$ cat src/rtl/float_divider_iterative.sv
// rtl/float_divider_iterative.sv - Iterative radix-2 IEEE-754 binary32 divider with RISC-V fflags
module float_divider_iterative #(
    parameter int QUOTIENT_BITS = 27
) (
    input  logic        clk_i,
    input  logic        rst_n_i,
    input  logic        flush_i,
    input  logic        valid_i,
    input  logic [31:0] dividend_i,
    input  logic [31:0] divisor_i,
    input  logic [2:0]  round_mode_i,
    output logic [31:0] result_o,
    output logic        data_valid_o,
    output logic        idle_o,
    output logic        invalid_o,
    output logic        divide_by_zero_o,
    output logic        overflow_o,
    output logic        underflow_o,
    output logic        inexact_o
);
    localparam int QB = QUOTIENT_BITS;
    localparam int CW = $clog2(QB + 1);
    localparam logic signed [9:0] BIAS    = 10'sd127;
    localparam logic signed [9:0] MIN_EXP = -10'sd126;
    localparam logic signed [9:0] MAX_EXP = 10'sd127;
    localparam logic [31:0] CANONICAL_NAN = 32'h7FC0_0000;

    localparam logic [2:0] RM_RNE = 3'd0;
    localparam logic [2:0] RM_RTZ = 3'd1;
    localparam logic [2:0] RM_RDN = 3'd2;
    localparam logic [2:0] RM_RUP = 3'd3;
    localparam logic [2:0] RM_RMM = 3'd4;

    typedef struct packed {
        logic guard;
        logic round;
        logic sticky;
    } round_bits_t;

    typedef enum logic [2:0] {
        S_IDLE, S_PRENORM, S_DIVIDE, S_NORMALIZE, S_ROUND, S_OUTPUT, S_SPECIAL
    } state_t;

    state_t             r_state;
    logic               r_sign;
    logic [2:0]         r_rm;
    logic [7:0]         r_a_exp, r_b_exp;
    logic [23:0]        r_a_sig, r_b_sig;
    logic [24:0]        r_rem;
    logic [23:0]        r_div;
    logic [QB-1:0]      r_quot;
    logic [CW-1:0]      r_count;
    logic signed [9:0]  r_exp;
    logic [22:0]        r_frac;
    round_bits_t        r_grs;
    logic [31:0]        r_res;
    logic [4:0]         r_flags;

    logic [7:0]  w_a_exp, w_b_exp;
    logic [22:0] w_a_frac, w_b_frac;
    logic        w_a_zero, w_b_zero, w_a_inf, w_b_inf, w_a_nan, w_b_nan, w_a_snan, w_b_snan;
    logic        w_sign, w_special;
    logic [31:0] w_spec_res;
    logic [4:0]  w_spec_flags;

    assign w_a_exp   = dividend_i[30:23];
    assign w_b_exp   = divisor_i[30:23];
    assign w_a_frac  = dividend_i[22:0];
    assign w_b_frac  = divisor_i[22:0];
    assign w_a_zero  = (w_a_exp == 8'h00) && (w_a_frac == 23'd0);
    assign w_b_zero  = (w_b_exp == 8'h00) && (w_b_frac == 23'd0);
    assign w_a_inf   = (w_a_exp == 8'hFF) && (w_a_frac == 23'd0);
    assign w_b_inf   = (w_b_exp == 8'hFF) && (w_b_frac == 23'd0);
    assign w_a_nan   = (w_a_exp == 8'hFF) && (w_a_frac != 23'd0);
    assign w_b_nan   = (w_b_exp == 8'hFF) && (w_b_frac != 23'd0);
    assign w_a_snan  = w_a_nan && !w_a_frac[22];
    assign w_b_snan  = w_b_nan && !w_b_frac[22];
    assign w_sign    = dividend_i[31] ^ divisor_i[31];
    assign w_special = w_a_nan | w_b_nan | w_a_inf | w_b_inf | w_a_zero | w_b_zero;

    // Flags are packed {NV, DZ, OF, UF, NX} throughout.
    always_comb begin
        w_spec_res   = {w_sign, 31'd0};
        w_spec_flags = 5'b00000;
        if (w_a_nan || w_b_nan) begin
            w_spec_res   = CANONICAL_NAN;
            w_spec_flags = {w_a_snan | w_b_snan, 4'b0000};
        end else if ((w_a_zero && w_b_zero) || (w_a_inf && w_b_inf)) begin
            w_spec_res   = CANONICAL_NAN;
            w_spec_flags = 5'b10000;
        end else if (w_b_zero) begin
            w_spec_res   = {w_sign, 8'hFF, 23'd0};
            w_spec_flags = 5'b01000;
        end else if (w_a_inf) begin
            w_spec_res   = {w_sign, 8'hFF, 23'd0};
        end
    end

    function automatic logic [4:0] lzc24(input logic [23:0] v);
        logic [4:0] n;
        logic       found;
        n     = 5'd0;
        found = 1'b0;
        for (int i = 23; i >= 0; i--) begin
            if (!found && !v[i]) n = n + 5'd1;
            else found = 1'b1;
        end
        return n;
    endfunction

    logic [4:0]        w_a_lzc, w_b_lzc;
    logic [23:0]       w_a_norm, w_b_norm;
    logic signed [9:0] w_a_eff, w_b_eff;

    // Subnormals are shifted up to a leading one; their exponent becomes 1 - lzc.
    assign w_a_lzc  = lzc24(r_a_sig);
    assign w_b_lzc  = lzc24(r_b_sig);
    assign w_a_norm = r_a_sig << w_a_lzc;
    assign w_b_norm = r_b_sig << w_b_lzc;
    assign w_a_eff  = $signed({2'b00, (r_a_exp == 8'd0) ? 8'd1 : r_a_exp}) - $signed({5'd0, w_a_lzc});
    assign w_b_eff  = $signed({2'b00, (r_b_exp == 8'd0) ? 8'd1 : r_b_exp}) - $signed({5'd0, w_b_lzc});

    logic        w_ge;
    logic [23:0] w_sub;

    assign w_ge  = r_rem >= {1'b0, r_div};
    assign w_sub = r_rem[23:0] - r_div;

    logic [QB-2:0] w_qn;

    assign w_qn = r_quot[QB-1] ? r_quot[QB-2:0] : {r_quot[QB-3:0], 1'b0};

    logic              w_any, w_inc, w_ovf_max;
    logic [23:0]       w_frac_inc;
    logic signed [9:0] w_exp_rnd;
    logic [31:0]       w_rnd_res;
    logic [4:0]        w_rnd_flags;

    assign w_any = r_grs.guard | r_grs.round | r_grs.sticky;

    always_comb begin
        w_inc     = 1'b0;
        w_ovf_max = 1'b0;
        case (r_rm)
            RM_RTZ: begin w_inc = 1'b0;              w_ovf_max = 1'b1;    end
            RM_RDN: begin w_inc = r_sign & w_any;    w_ovf_max = ~r_sign; end
            RM_RUP: begin w_inc = ~r_sign & w_any;   w_ovf_max = r_sign;  end
            RM_RMM: begin w_inc = r_grs.guard;       w_ovf_max = 1'b0;    end
            default: begin
                w_inc     = r_grs.guard & (r_grs.round | r_grs.sticky | r_frac[0]);
                w_ovf_max = 1'b0;
            end
        endcase
    end

    // A carry out of the fraction leaves zeros below it, i.e. a renormalized 1.0.
    assign w_frac_inc = {1'b0, r_frac} + {23'd0, w_inc};
    assign w_exp_rnd  = r_exp + $signed({9'd0, w_frac_inc[23]});

    always_comb begin
        w_rnd_res   = {r_sign, w_exp_rnd[7:0], w_frac_inc[22:0]};
        w_rnd_flags = {4'b0000, w_any};
        if (r_exp < MIN_EXP + BIAS) begin
            w_rnd_res   = {r_sign, 31'd0};
            w_rnd_flags = 5'b00011;
        end else if (w_exp_rnd > MAX_EXP + BIAS) begin
            w_rnd_res   = w_ovf_max ? {r_sign, 31'h7F7F_FFFF} : {r_sign, 8'hFF, 23'd0};
            w_rnd_flags = 5'b00101;
        end
    end

    assign idle_o = (r_state == S_IDLE);

    always_ff @(posedge clk_i or negedge rst_n_i) begin
        if (!rst_n_i) begin
            r_state          <= S_IDLE;
            r_sign           <= 1'b0;
            r_rm             <= RM_RNE;
            r_a_exp          <= '0;
            r_b_exp          <= '0;
            r_a_sig          <= '0;
            r_b_sig          <= '0;
            r_rem            <= '0;
            r_div            <= '0;
            r_quot           <= '0;
            r_count          <= '0;
            r_exp            <= '0;
            r_frac           <= '0;
            r_grs            <= '0;
            r_res            <= '0;
            r_flags          <= '0;
            result_o         <= '0;
            data_valid_o     <= 1'b0;
            invalid_o        <= 1'b0;
            divide_by_zero_o <= 1'b0;
            overflow_o       <= 1'b0;
            underflow_o      <= 1'b0;
            inexact_o        <= 1'b0;
        end else begin
            data_valid_o <= 1'b0;
            if (flush_i) begin
                r_state <= S_IDLE;
            end else begin
                case (r_state)
                    S_IDLE: begin
                        if (valid_i) begin
                            r_sign  <= w_sign;
                            r_rm    <= (round_mode_i > RM_RMM) ? RM_RNE : round_mode_i;
                            r_a_exp <= w_a_exp;
                            r_b_exp <= w_b_exp;
                            r_a_sig <= {|w_a_exp, w_a_frac};
                            r_b_sig <= {|w_b_exp, w_b_frac};
                            r_res   <= w_spec_res;
                            r_flags <= w_spec_flags;
                            r_state <= w_special ? S_SPECIAL : S_PRENORM;
                        end
                    end
                    S_PRENORM: begin
                        r_rem   <= {1'b0, w_a_norm};
                        r_div   <= w_b_norm;
                        r_exp   <= w_a_eff - w_b_eff + BIAS;
                        r_quot  <= '0;
                        r_count <= '0;
                        r_state <= S_DIVIDE;
                    end
                    S_DIVIDE: begin
                        r_quot  <= {r_quot[QB-2:0], w_ge};
                        r_rem   <= w_ge ? {w_sub, 1'b0} : {r_rem[23:0], 1'b0};
                        r_count <= r_count + 1'b1;
                        if (r_count == CW'(QB - 1)) r_state <= S_NORMALIZE;
                    end
                    S_NORMALIZE: begin
                        r_frac  <= w_qn[QB-2 -: 23];
                        r_grs   <= {w_qn[QB-25], w_qn[QB-26], (|w_qn[QB-27:0]) | (|r_rem)};
                        if (!r_quot[QB-1]) r_exp <= r_exp - 10'sd1;
                        r_state <= S_ROUND;
                    end
                    S_ROUND: begin
                        r_res   <= w_rnd_res;
                        r_flags <= w_rnd_flags;
                        r_state <= S_OUTPUT;
                    end
                    S_OUTPUT, S_SPECIAL: begin
                        result_o     <= r_res;
                        {invalid_o, divide_by_zero_o, overflow_o, underflow_o, inexact_o} <= r_flags;
                        data_valid_o <= 1'b1;
                        r_state      <= S_IDLE;
                    end
                    default: r_state <= S_IDLE;
                endcase
            end
        end
    end
endmodule

$ cat config.mk
export PLATFORM = sky130hd
export DESIGN_NAME = float_divider_iterative
export DESIGN_NICKNAME = d
export VERILOG_FILES = /design/src/rtl/float_divider_iterative.sv
export SDC_FILE = /design/constraint.sdc
export NUM_CORES = 1
export LEC_CHECK = 0
export BUFFER_PORTS_ARGS = -buffer_cell sky130_fd_sc_hd__buf_2
export CAP_MARGIN = 15
export CORE_UTILIZATION = 47
export DETAILED_ROUTE_END_ITERATION = 6
export GPL_ROUTABILITY_DRIVEN = 0
export MAX_ROUTING_LAYER = met4
export PLACE_DENSITY = 0.68
export SYNTH_ARGS = -nofsm -noshare
export SYNTH_HDL_FRONTEND = slang
export SYNTH_SLANG_ARGS = --single-unit
$ cat constraint.sdc
create_clock -name clk_i -period 26.8 [get_ports clk_i]
set_input_delay 2.68 -clock clk_i [delete_from_list [all_inputs] [get_ports clk_i]]
set_output_delay 2.68 -clock clk_i [all_outputs]
set_load 0.02 [all_outputs]
* Yosys cells after proc, flatten, opt, wreduce, memory -nomap -nowiden
Cells that the tools add are included.
** Storage, ports and cells
- RAM bits :: 0
- Logic and storage cells :: 425
- Latch bits :: 0
- Memories :: 0
- Input bits :: 71
- Bits in registers :: 263
- Bits in read-only memories :: 0
** Operators by class
- Divide/modulo/power cells :: 0
- Multipliers :: 0
- Equal/unequal tests :: 17
- $add $sub $neg :: 55
- Reductions and logical operators :: 176
- Multiplexer cells :: 129
- Shifts and indexed selects :: 2
- Bitwise gates (word level) :: 17
- Order comparisons :: 4
** Operator list (number)
- 5-bit two-way mux :: 49
- 5-bit by 1-bit adder with 5-bit output (second input constant) :: 47
- 31-bit two-way mux :: 4
- 32-bit two-way mux :: 3
- 1-bit logical NOT :: 94
- 32-bit case mux with 2 select lines :: 1
- 1-bit logical AND :: 56
- 27-bit case mux with 2 select lines :: 1
- 1-bit two-way mux :: 50
- 25-bit case mux with 2 select lines :: 1
- 24-bit by 5-bit left shift with 24-bit output :: 2
- 23-bit logical NOT :: 2
- 23-bit nonzero test :: 2
- 8-bit logical NOT :: 4
- 26-bit two-way mux :: 1
- 25-bit by 24-bit >= comparator with 1-bit output :: 1
- 25-bit two-way mux :: 1
- 25-bit OR reduction :: 1
- 23-bit by 1-bit adder with 24-bit output :: 1
- 24-bit two-way mux :: 1
- 24-bit subtractor :: 1
- 3-bit two-way mux :: 7
- 10-bit case mux with 2 select lines :: 1
- 5-bit case mux with 2 select lines :: 2
- other kinds (32) :: 67

* Logic depth before layout (Yosys ltp)
Gate-level depths: netlist (run 1).
- Depth in word-level cells :: 73
- Gate-level depth with buffers :: 94

* Worst setup path before layout (run 1)
Ideal clock, no wire load.
- Path type :: register to register
- Start point :: reg r_a_sig[23]
- End point :: reg r_exp[9]
- Setup slack :: 10.283 ns
- Setup time :: 0.083 ns
- Buffers on the path :: 3
- Data required time :: 26.717 ns
- Period minus slack after synthesis :: 16.517 ns
- Arrival time :: 16.434 ns
- Cell stages (with the launch flop) :: 91
- Cell sequence :: dfrtp_1 clkbuf_1 nor2_1 ha_1 o21a_1 ha_1 nor2b_1 a211o_1 nand2_1 inv_1 ha_1 mux2_2 ha_1 a21oi_1 a21oi_1 ha_1 mux2_2 ha_1 [... 55 more ...] nor2_2 clkbuf_1 buf_2 fa_1 inv_1 ha_1 ha_1 fa_1 a21o_1 a21o_1 a21oi_1 nor2_1 nor2_1 o21bai_1 a21oi_1 xor2_1 a21oi_1 o21ai_0
** On the way
- Longest elaborated chain between the ends :: 73
** RTL lines
- start: declaration :: line 48 : logic [23:0] r_a_sig, r_b_sig;
- start signal: assignment :: line 211 : r_a_sig <= {|w_a_exp, w_a_frac};
- parallel branches: the longest is 68 deep, another holds 5-bit by 1-bit adder with 5-bit output
- 5-bit two-way mux (*) :: line 105 : if (!found && !v[i]) n = n + 5'd1;
- 8-bit by 5-bit subtractor with 9-bit output (*) :: line 120 : assign w_a_eff = $signed({2'b00, (r_a_exp == 8'd0) ? 8'd1 : r_a_exp}) - $signed({5'd0, w_a_lzc});
- 9-bit by 9-bit subtractor with 10-bit output (*) :: line 221 : r_exp <= w_a_eff - w_b_eff + BIAS;
- 10-bit by 8-bit adder with 10-bit output (*) :: line 221
- 10-bit case mux with 2 select lines (*) :: line 204 : case (r_state)
- end signal: assignment :: line 221
- end signal: assignment :: line 235 : if (!r_quot[QB-1]) r_exp <= r_exp - 10'sd1;
- end: declaration :: line 53 : logic signed [9:0] r_exp;
Every way passes the cells marked *.
A chain may end at the register's enable or synchronous reset.

* Worst setup path in the final report (run 1)
- Start point :: reg r_a_sig[22]
- End point :: reg r_exp[9]
** On the way
- Longest elaborated chain between the ends :: 73
** RTL lines (line)
- 1-bit logical NOT (*) :: 105
- 1-bit logical AND (*) :: 105
- parallel branches: the longest is 66 deep, another holds 5-bit by 1-bit adder with 5-bit output
- 5-bit two-way mux (*) :: 105
- 8-bit by 5-bit subtractor with 9-bit output (*) :: 120
- 9-bit by 9-bit subtractor with 10-bit output (*) :: 221
- 10-bit by 8-bit adder with 10-bit output (*) :: 221
- 10-bit case mux with 2 select lines (*) :: 204
Marks and branches as above.

==> results of run 1 <==
## cell type report
class                           count  area (um^2)
Antenna cell                        2        5.005
Clock inverter                     17        257.7
Fill cell                        4144        20480
Sequential cell                   263         6581
Multi-Input combinational cell   2110        13430
Inverter                           96        360.3
Tap cell                          585        732.0
Clock buffer                       41        883.3
Timing Repair Buffer              132        728.2
## cell families (layout without fill, tap and decap cells)
kind of cell,count (synthesis),in the layout,share of synthesized area [%]
xor gates and xnor gates,154,154,7.495
AOI/OAI and AO/OA,572,572,16.97
buffers and inverters,247,286,4.614
adders and majority gates,116,116,6.951
and+or+nand+nor,1088,1088,23.61
muxes,180,180,8.929
other,0,2,0
DFF,263,263,31.44
## routing by layer
metal / vias up / share of wire [%] / GRT usage [%]
met2: 494 / 46 / 40.22
li1: 9210 / - / -
met4: 0 / 2.8 / 7.318
met5: - / 0 / -
met1: 8935 / 46 / 32.28
met3: 104 / 4.7 / 3.221
## tightest hold or removal path, stage by stage (launching register included)
cell     delay [ns]
dfrtp_1        0.33
nand2_1        0.05
nand2_1        0.05
## registers in the layout, summed over array words and instances, names as in the netlist, 8 cells and up
register / flops
result_o: 32
r_a_exp: 8
r_frac: 23
r_b_sig: 24
r_b_exp: 8
r_rem: 25
r_exp: 10
r_quot: 27
r_res: 32
r_a_sig: 24
r_div: 24
## through the flow
step / hold slack [ns] / power, mW
2_1_floorplan: 0.4384 / 1.377
3_3_place_gp: 0.4533 / 1.591
3_5_place_dp: 0.4545 / 1.625
4_1_cts: 0.4695 / 2.102
5_1_grt: 0.4813 / 2.267
6_report: 0.4646 / 2.102
## cells in the mapped netlist (15+ instances only)
master    instances
inv_1            93
dfrtp_1         263
nor2b_1          44
and2_1           20
xor2_1           67
nand3_1          87
a31oi_1          15
nand4_1          20
nor4_1           30
mux2_2           18
a21oi_1         179
buf_1            17
a21o_1           36
nand2_1         539
clkbuf_1        120
o21ai_0         143
mux2i_1         157
xnor2_1          70
ha_1            101
nand2b_1         31
nor3_1           50
or3_1            21
and3_1           28
nor2_1          173
o22ai_1          20
a211oi_1         23
o21a_1           16
## where the power goes
part,switching [mW],internal [mW],total (mW)
Combinational,0.592,0.430,1.02
Sequential,0.128,0.486,0.614
Clock,0.177,0.289,0.466
## final timing paths
| check | slack (ns) | to | depth (start not counted) |
|---|---|---|---|
| setup reg to reg | 8.40 | r_exp[9]$_DFFE_PN0P_ | 90 |
| hold reg to reg | 0.46 | result_o[8]$_DFFE_PN0P_ | 2 |
| min in group asynchronous | 2.08 | r_res[27]$_DFFE_PN0P_ | 1 |
| max in group asynchronous | 23.38 | r_b_sig[12]$_DFFE_PN0P_ | 2 |
| hold / removal | 0.46 | result_o[8]$_DFFE_PN0P_ | 2 |
| setup / recovery | 8.40 | r_exp[9]$_DFFE_PN0P_ | 90 |
==> out/metrics.yaml, run 1 <==
setup_path:
  cp_max_fo: 19
  cpPeakStageDelay_ns: 0.74
  crit_arrival_ns: 18.90
  crit_buf_inv: 6
  critical_path.startpoint: "r_a_sig[22]$_DFFE_PN0P_"
  path_class: "flip-flop to flip-flop"
  cp-start-kind: "flip-flop"
  r2r_start: "r_a_sig[22]$_DFFE_PN0P_"
  crit_family: "adder cells"
  required_ns: 27.30
  slowest_stage: "xor2_1"
  endpoint_kind: "flip-flop"
  crit_top_cell: "ha_1"
global_route:
  overflow: 0
  grt_pass1_vias: 18020
  grt_pass1_wl_mm: 90.32
  grt_max_degree: 85
  grt_usage_pct: 24.79
  antenna_found_initial: 2
logic_synthesis:
  synth_edf_count: 0
  synth_flop_cell: "dfrtp_1"
  synth_cell_types: 96
  yosysTopAreaCell: "dfrtp_1"
  synth_top_area_share_pct: 31.44
  syn_inst: 2620
  synth.cell_area_um2: 20940
  ys_async_sr_fraction_pct: 100.0
  ys_seq_elements: 263
  synth_fp_nets: 2796
  avgSynthCellArea_um2: 7.990
  yosysSeqAreaShare_pct: 31.44
  ys_warn_count: 0
  netlist_top_cells_area: "dfrtp_1 31%, nand2_1 9.7%, mux2i_1 7.5%"
detailed_routing:
  dr.pass1.iters: 6
  wirelength_mm: 54.20
  num_vias: 18740
  ant_nets: 0
  drcViolationCount: 0
  wire_per_inst_um: 16.70
  viasPerCell: 5.774
  drt-initial-drc-count: 1517
placed_design:
  dpl-instance-area_um2: 21830
  io_buffers: 109
  placed_cells: 3186
  dp_hpwl_mm: 40.40
  place_ws_ns: 8.591
timing:
  setup_viol: 0
  rsz0062_at_grt: "false"
  fmaxAchievable_mhz: 54.35
  worst_pin_slew_ns: 1.104
  min_period_over_period_pct: 68.66
  hold_violations: 0
  skew_ns: 0.02046
  period_needed_ns: 18.40
  worst_slack_ns: 8.400
  drv_slew: 0
  finalSetupTns_ns: 0
  maxSlewHeadroom_pct: 26.42
die:
  die_h_um: 213.1
  dieArea_um2: 45390
  fp.dieW_um: 213.1
  ios: 110
  core-area_um2: 43460
  rows: 76
  initial_core_util_pct: 48.17
final_layout:
  drive_above_1_share_pct: 9.891
  design_area_um2: 22980
  area_growth_pct: 9.748
  stdcell_count: 3246
  layout_commonest_cell: "nand2_1"
  final_util_pct: 52.87
  nNetsFinal: 2810
  layout_common_cells: "538 x nand2_1, 263 x dfrtp_1, 178 x a21oi_1"
clock_tree:
  cts.repair.resized: 0
  post_cts_buffers: 0
  cts.sinks: 263
  clockBufferDepth: 3
  cts_made_buffers: 31
  cts_tree: "done"
  insertion_delay_ns: 0.60
  ctsRootBufferMaster: "clkbuf_16"
  h-tree-depth: 1
  clk_pin_slew_ns: 0.06
  hold_buffers: 0
run:
  max-cap-violations: 0
pwr:
  ir_drop_v: 0.00005523
  p_leak_nw: 11.00
  p_per_area_nw_per_um2: 91.48
hold_path:
  hp-start: "result_o[8]$_DFFE_PN0P_"
  hold_path_class: "flip-flop to flip-flop"
run_status:
  status: "complete, no violations"
Power figures use the tool's default switching activity.
==> run 2, diff against run 1 <==
==> constraint.sdc (replaced) <==
create_clock -name clk_i -period 18.9 [get_ports clk_i]
set_input_delay 1.89 -clock clk_i [delete_from_list [all_inputs] [get_ports clk_i]]
set_output_delay 1.89 -clock clk_i [all_outputs]
set_load 0.02 [all_outputs]
==> run 2 against run 1 <==
Net effect:
- first-iteration DRC count up 18%
- non-clock buffer count grew 5
- clock power is 30% higher
- die area unchanged
- critical path depth decreased by 2
- flip-flop and latch count did not move
- clock-buffer cell count rose by 1
- wire length decreased by 0.78%
- via count up 0.35%
- worst setup slack worse by 7.1 ns
- critical path type unchanged
- critical endpoint unchanged
- largest cell class unchanged
==> out/metrics.yaml, run 2 (same netlist as run 1, synthesis figures left out) <==
global_route:
  overflow: 0  # unchanged
  grt_usage_pct: 24.48  # was 24.79%
  antenna_found_initial: 0  # was 2
  grtUsageMet2_pct: 40.18  # was 40.22%
  busiest_layer: "met2"  # unchanged
  grt_pass1_vias: 17730  # was 18.02k
  grt_pass1_wl_mm: 88.95  # was 90.32 mm
  grt_max_degree: 146  # was 85
  grt_use_met1_pct: 32.27  # was 32.28%
  grt_use_met3_pct: 2.353  # was 3.221%
die:
  rows: 76  # unchanged
  fp.dieW_um: 213.1  # unchanged
  core-area_um2: 43460  # unchanged
  dieArea_um2: 45390  # unchanged
  ios: 110  # unchanged
  initial_core_util_pct: 48.17  # unchanged
  die_h_um: 213.1  # unchanged
timing:
  setup_viol: 0  # unchanged
  skew_ns: 0.01809  # was 0.02046 ns
  min_period_over_period_pct: 93.22  # was 68.66%
  worst_pin_slew_ns: 1.078  # was 1.104 ns
  rsz0062_at_grt: "false"  # unchanged
  period_needed_ns: 17.62  # was 18.40 ns
  maxSlewHeadroom_pct: 28.14  # was 26.42%
  fmaxAchievable_mhz: 56.76  # was 54.35 MHz
  drv_slew: 0  # unchanged
  hold_violations: 0  # unchanged
  fin_hold_ws_ns: 0.4635  # was 0.4646 ns
  finalSetupTns_ns: 0  # unchanged
setup_path:
  cpPeakStageDelay_ns: 0.44  # was 0.74 ns
  required_ns: 19.39  # was 27.30 ns
  cp_max_fo: 9  # was 19
  crit_top_cell: "ha_1"  # unchanged
  rrSetupSlack_ns: 1.28  # was 8.40 ns
  crit_buf_inv: 4  # was 6
  crit_arrival_ns: 18.11  # was 18.90 ns
  path_class: "flip-flop to flip-flop"  # unchanged
  crit_family: "adder cells"  # unchanged
  slowest_stage: "a22oi_2"  # was xor2_1
  endpoint_kind: "flip-flop"  # unchanged
  cp-start-kind: "flip-flop"  # unchanged
clock_tree:
  h-tree-depth: 1  # unchanged
  clockBufferDepth: 3  # unchanged
  clk_pin_slew_ns: 0.06  # about the same
  ctsRootBufferMaster: "clkbuf_16"  # unchanged
  insertion_delay_ns: 0.58  # was 0.60 ns
  cts_tree: "done"  # unchanged
  cts_made_buffers: 30  # was 31
  cts.sinks: 263  # unchanged
pwr:
  p_per_area_nw_per_um2: 127.2  # was 91.48 nW/um^2
  p_leak_nw: 10.99  # was 11.00 nW
  p_total_mw: 2.923  # was 2.102 mW
  ir_drop_v: 0.00009226  # was 0.00005523 V
detailed_routing:
  drcViolationCount: 0  # unchanged
  ant_nets: 0  # unchanged
  drt-initial-drc-count: 1795  # was 1,517
  num_vias: 18810  # was 18.74k
  wirelength_mm: 53.77  # was 54.20 mm
  viasPerCell: 5.792  # was 5.774
  wire_per_inst_um: 16.56  # was 16.70 um
  dr.pass1.iters: 6  # unchanged
placed_design:
  dp_hpwl_mm: 39.78  # was 40.40 mm
  io_buffers: 109  # unchanged
final_layout:
  nNetsFinal: 2815  # was 2,810
  reg_top3: "r_res (32), result_o (32), r_quot (27)"  # unchanged
  layout_commonest_cell: "nand2_1"  # unchanged
  n_antenna_cell: 0  # was 2
  area_growth_pct: 9.736  # was 9.748%
  layout_common_cells: "538 x nand2_1, 263 x dfrtp_1, 178 x a21oi_1"  # unchanged
  drive_above_1_share_pct: 10.07  # was 9.891%
hold_path:
  hold_path_class: "flip-flop to flip-flop"  # unchanged
run:
  max-cap-violations: 0  # unchanged
run_status:
  status: "complete, no violations"  # unchanged
run 2: cell count changes in the layout (fill, tap and decap cells not counted), sizes merged:
cell and change:
xnor2 +1, bufinv -3, diode -2, clkbuf +1
clkinvlp -1, buf +5
run 2: layout make-up:
class	count	area [um^2]
clock buffer	42	887.1
clock inverter	13	156.4
fill	4118	20480
inverter	96	362.8
multi-input combinational	2111	13480
sequential	263	6581
tap	585	732.0
timing repair buffer	137	778.2
run 2: path summary, 6_finish.rpt:
kind | startpoint | to | cells past startpoint
max | r_a_sig[22]$_DFFE_PN0P_ | r_exp[9]$_DFFE_PN0P_ | 88
min | result_o[8]$_DFFE_PN0P_ | result_o[8]$_DFFE_PN0P_ | 2
max reg2reg | r_a_sig[22]$_DFFE_PN0P_ | r_exp[9]$_DFFE_PN0P_ | 88
min reg2reg | result_o[8]$_DFFE_PN0P_ | result_o[8]$_DFFE_PN0P_ | 2
max in group asynchronous | rst_n_i | r_b_sig[4]$_DFFE_PN0P_ | 2
min in group asynchronous | rst_n_i | result_o[27]$_DFFE_PN0P_ | 1
run 2: layer usage:
layer | wire length [um] | share of wire (%)
met1 | 24640 | 46
met2 | 24930 | 46
met3 | 2870 | 5.3
met4 | 1336 | 2.5
met5 | 0 | 0
run 2: timing repair:
action                     CTS  global route
hold buffers                 0             0
setup buffers                0             7
setup endpoints to repair    0             5
hold endpoints to repair     0             0
resized for setup            0             7
run 2: tightest hold or removal path, cell delays in order (launching register included):
cell	delay [ns]
dfrtp_1	0.33
nand2_1	0.05
nand2_1	0.05
run 2: power by group:
part | leakage [nW] | total [mW] | switching, mW | internal (mW)
registers | 3.40 | 0.871 | 0.182 | 0.689
logic | 7.08 | 1.44 | 0.834 | 0.611
clock network | 0.512 | 0.607 | 0.240 | 0.367
run 2: per-stage QoR:
step                util, %  instance area [um^2]  setup WS (ns)  cells
floorplan                 -                 20940          2.383   2620
global placement      50.23                 21830          1.593   3184
detailed placement    50.23                 21830         0.6946   3184
CTS                   52.63                 22870         0.6319   3239
global route          52.86                 22970        0.01742   3247
finish                52.86                 22970          1.281   3247
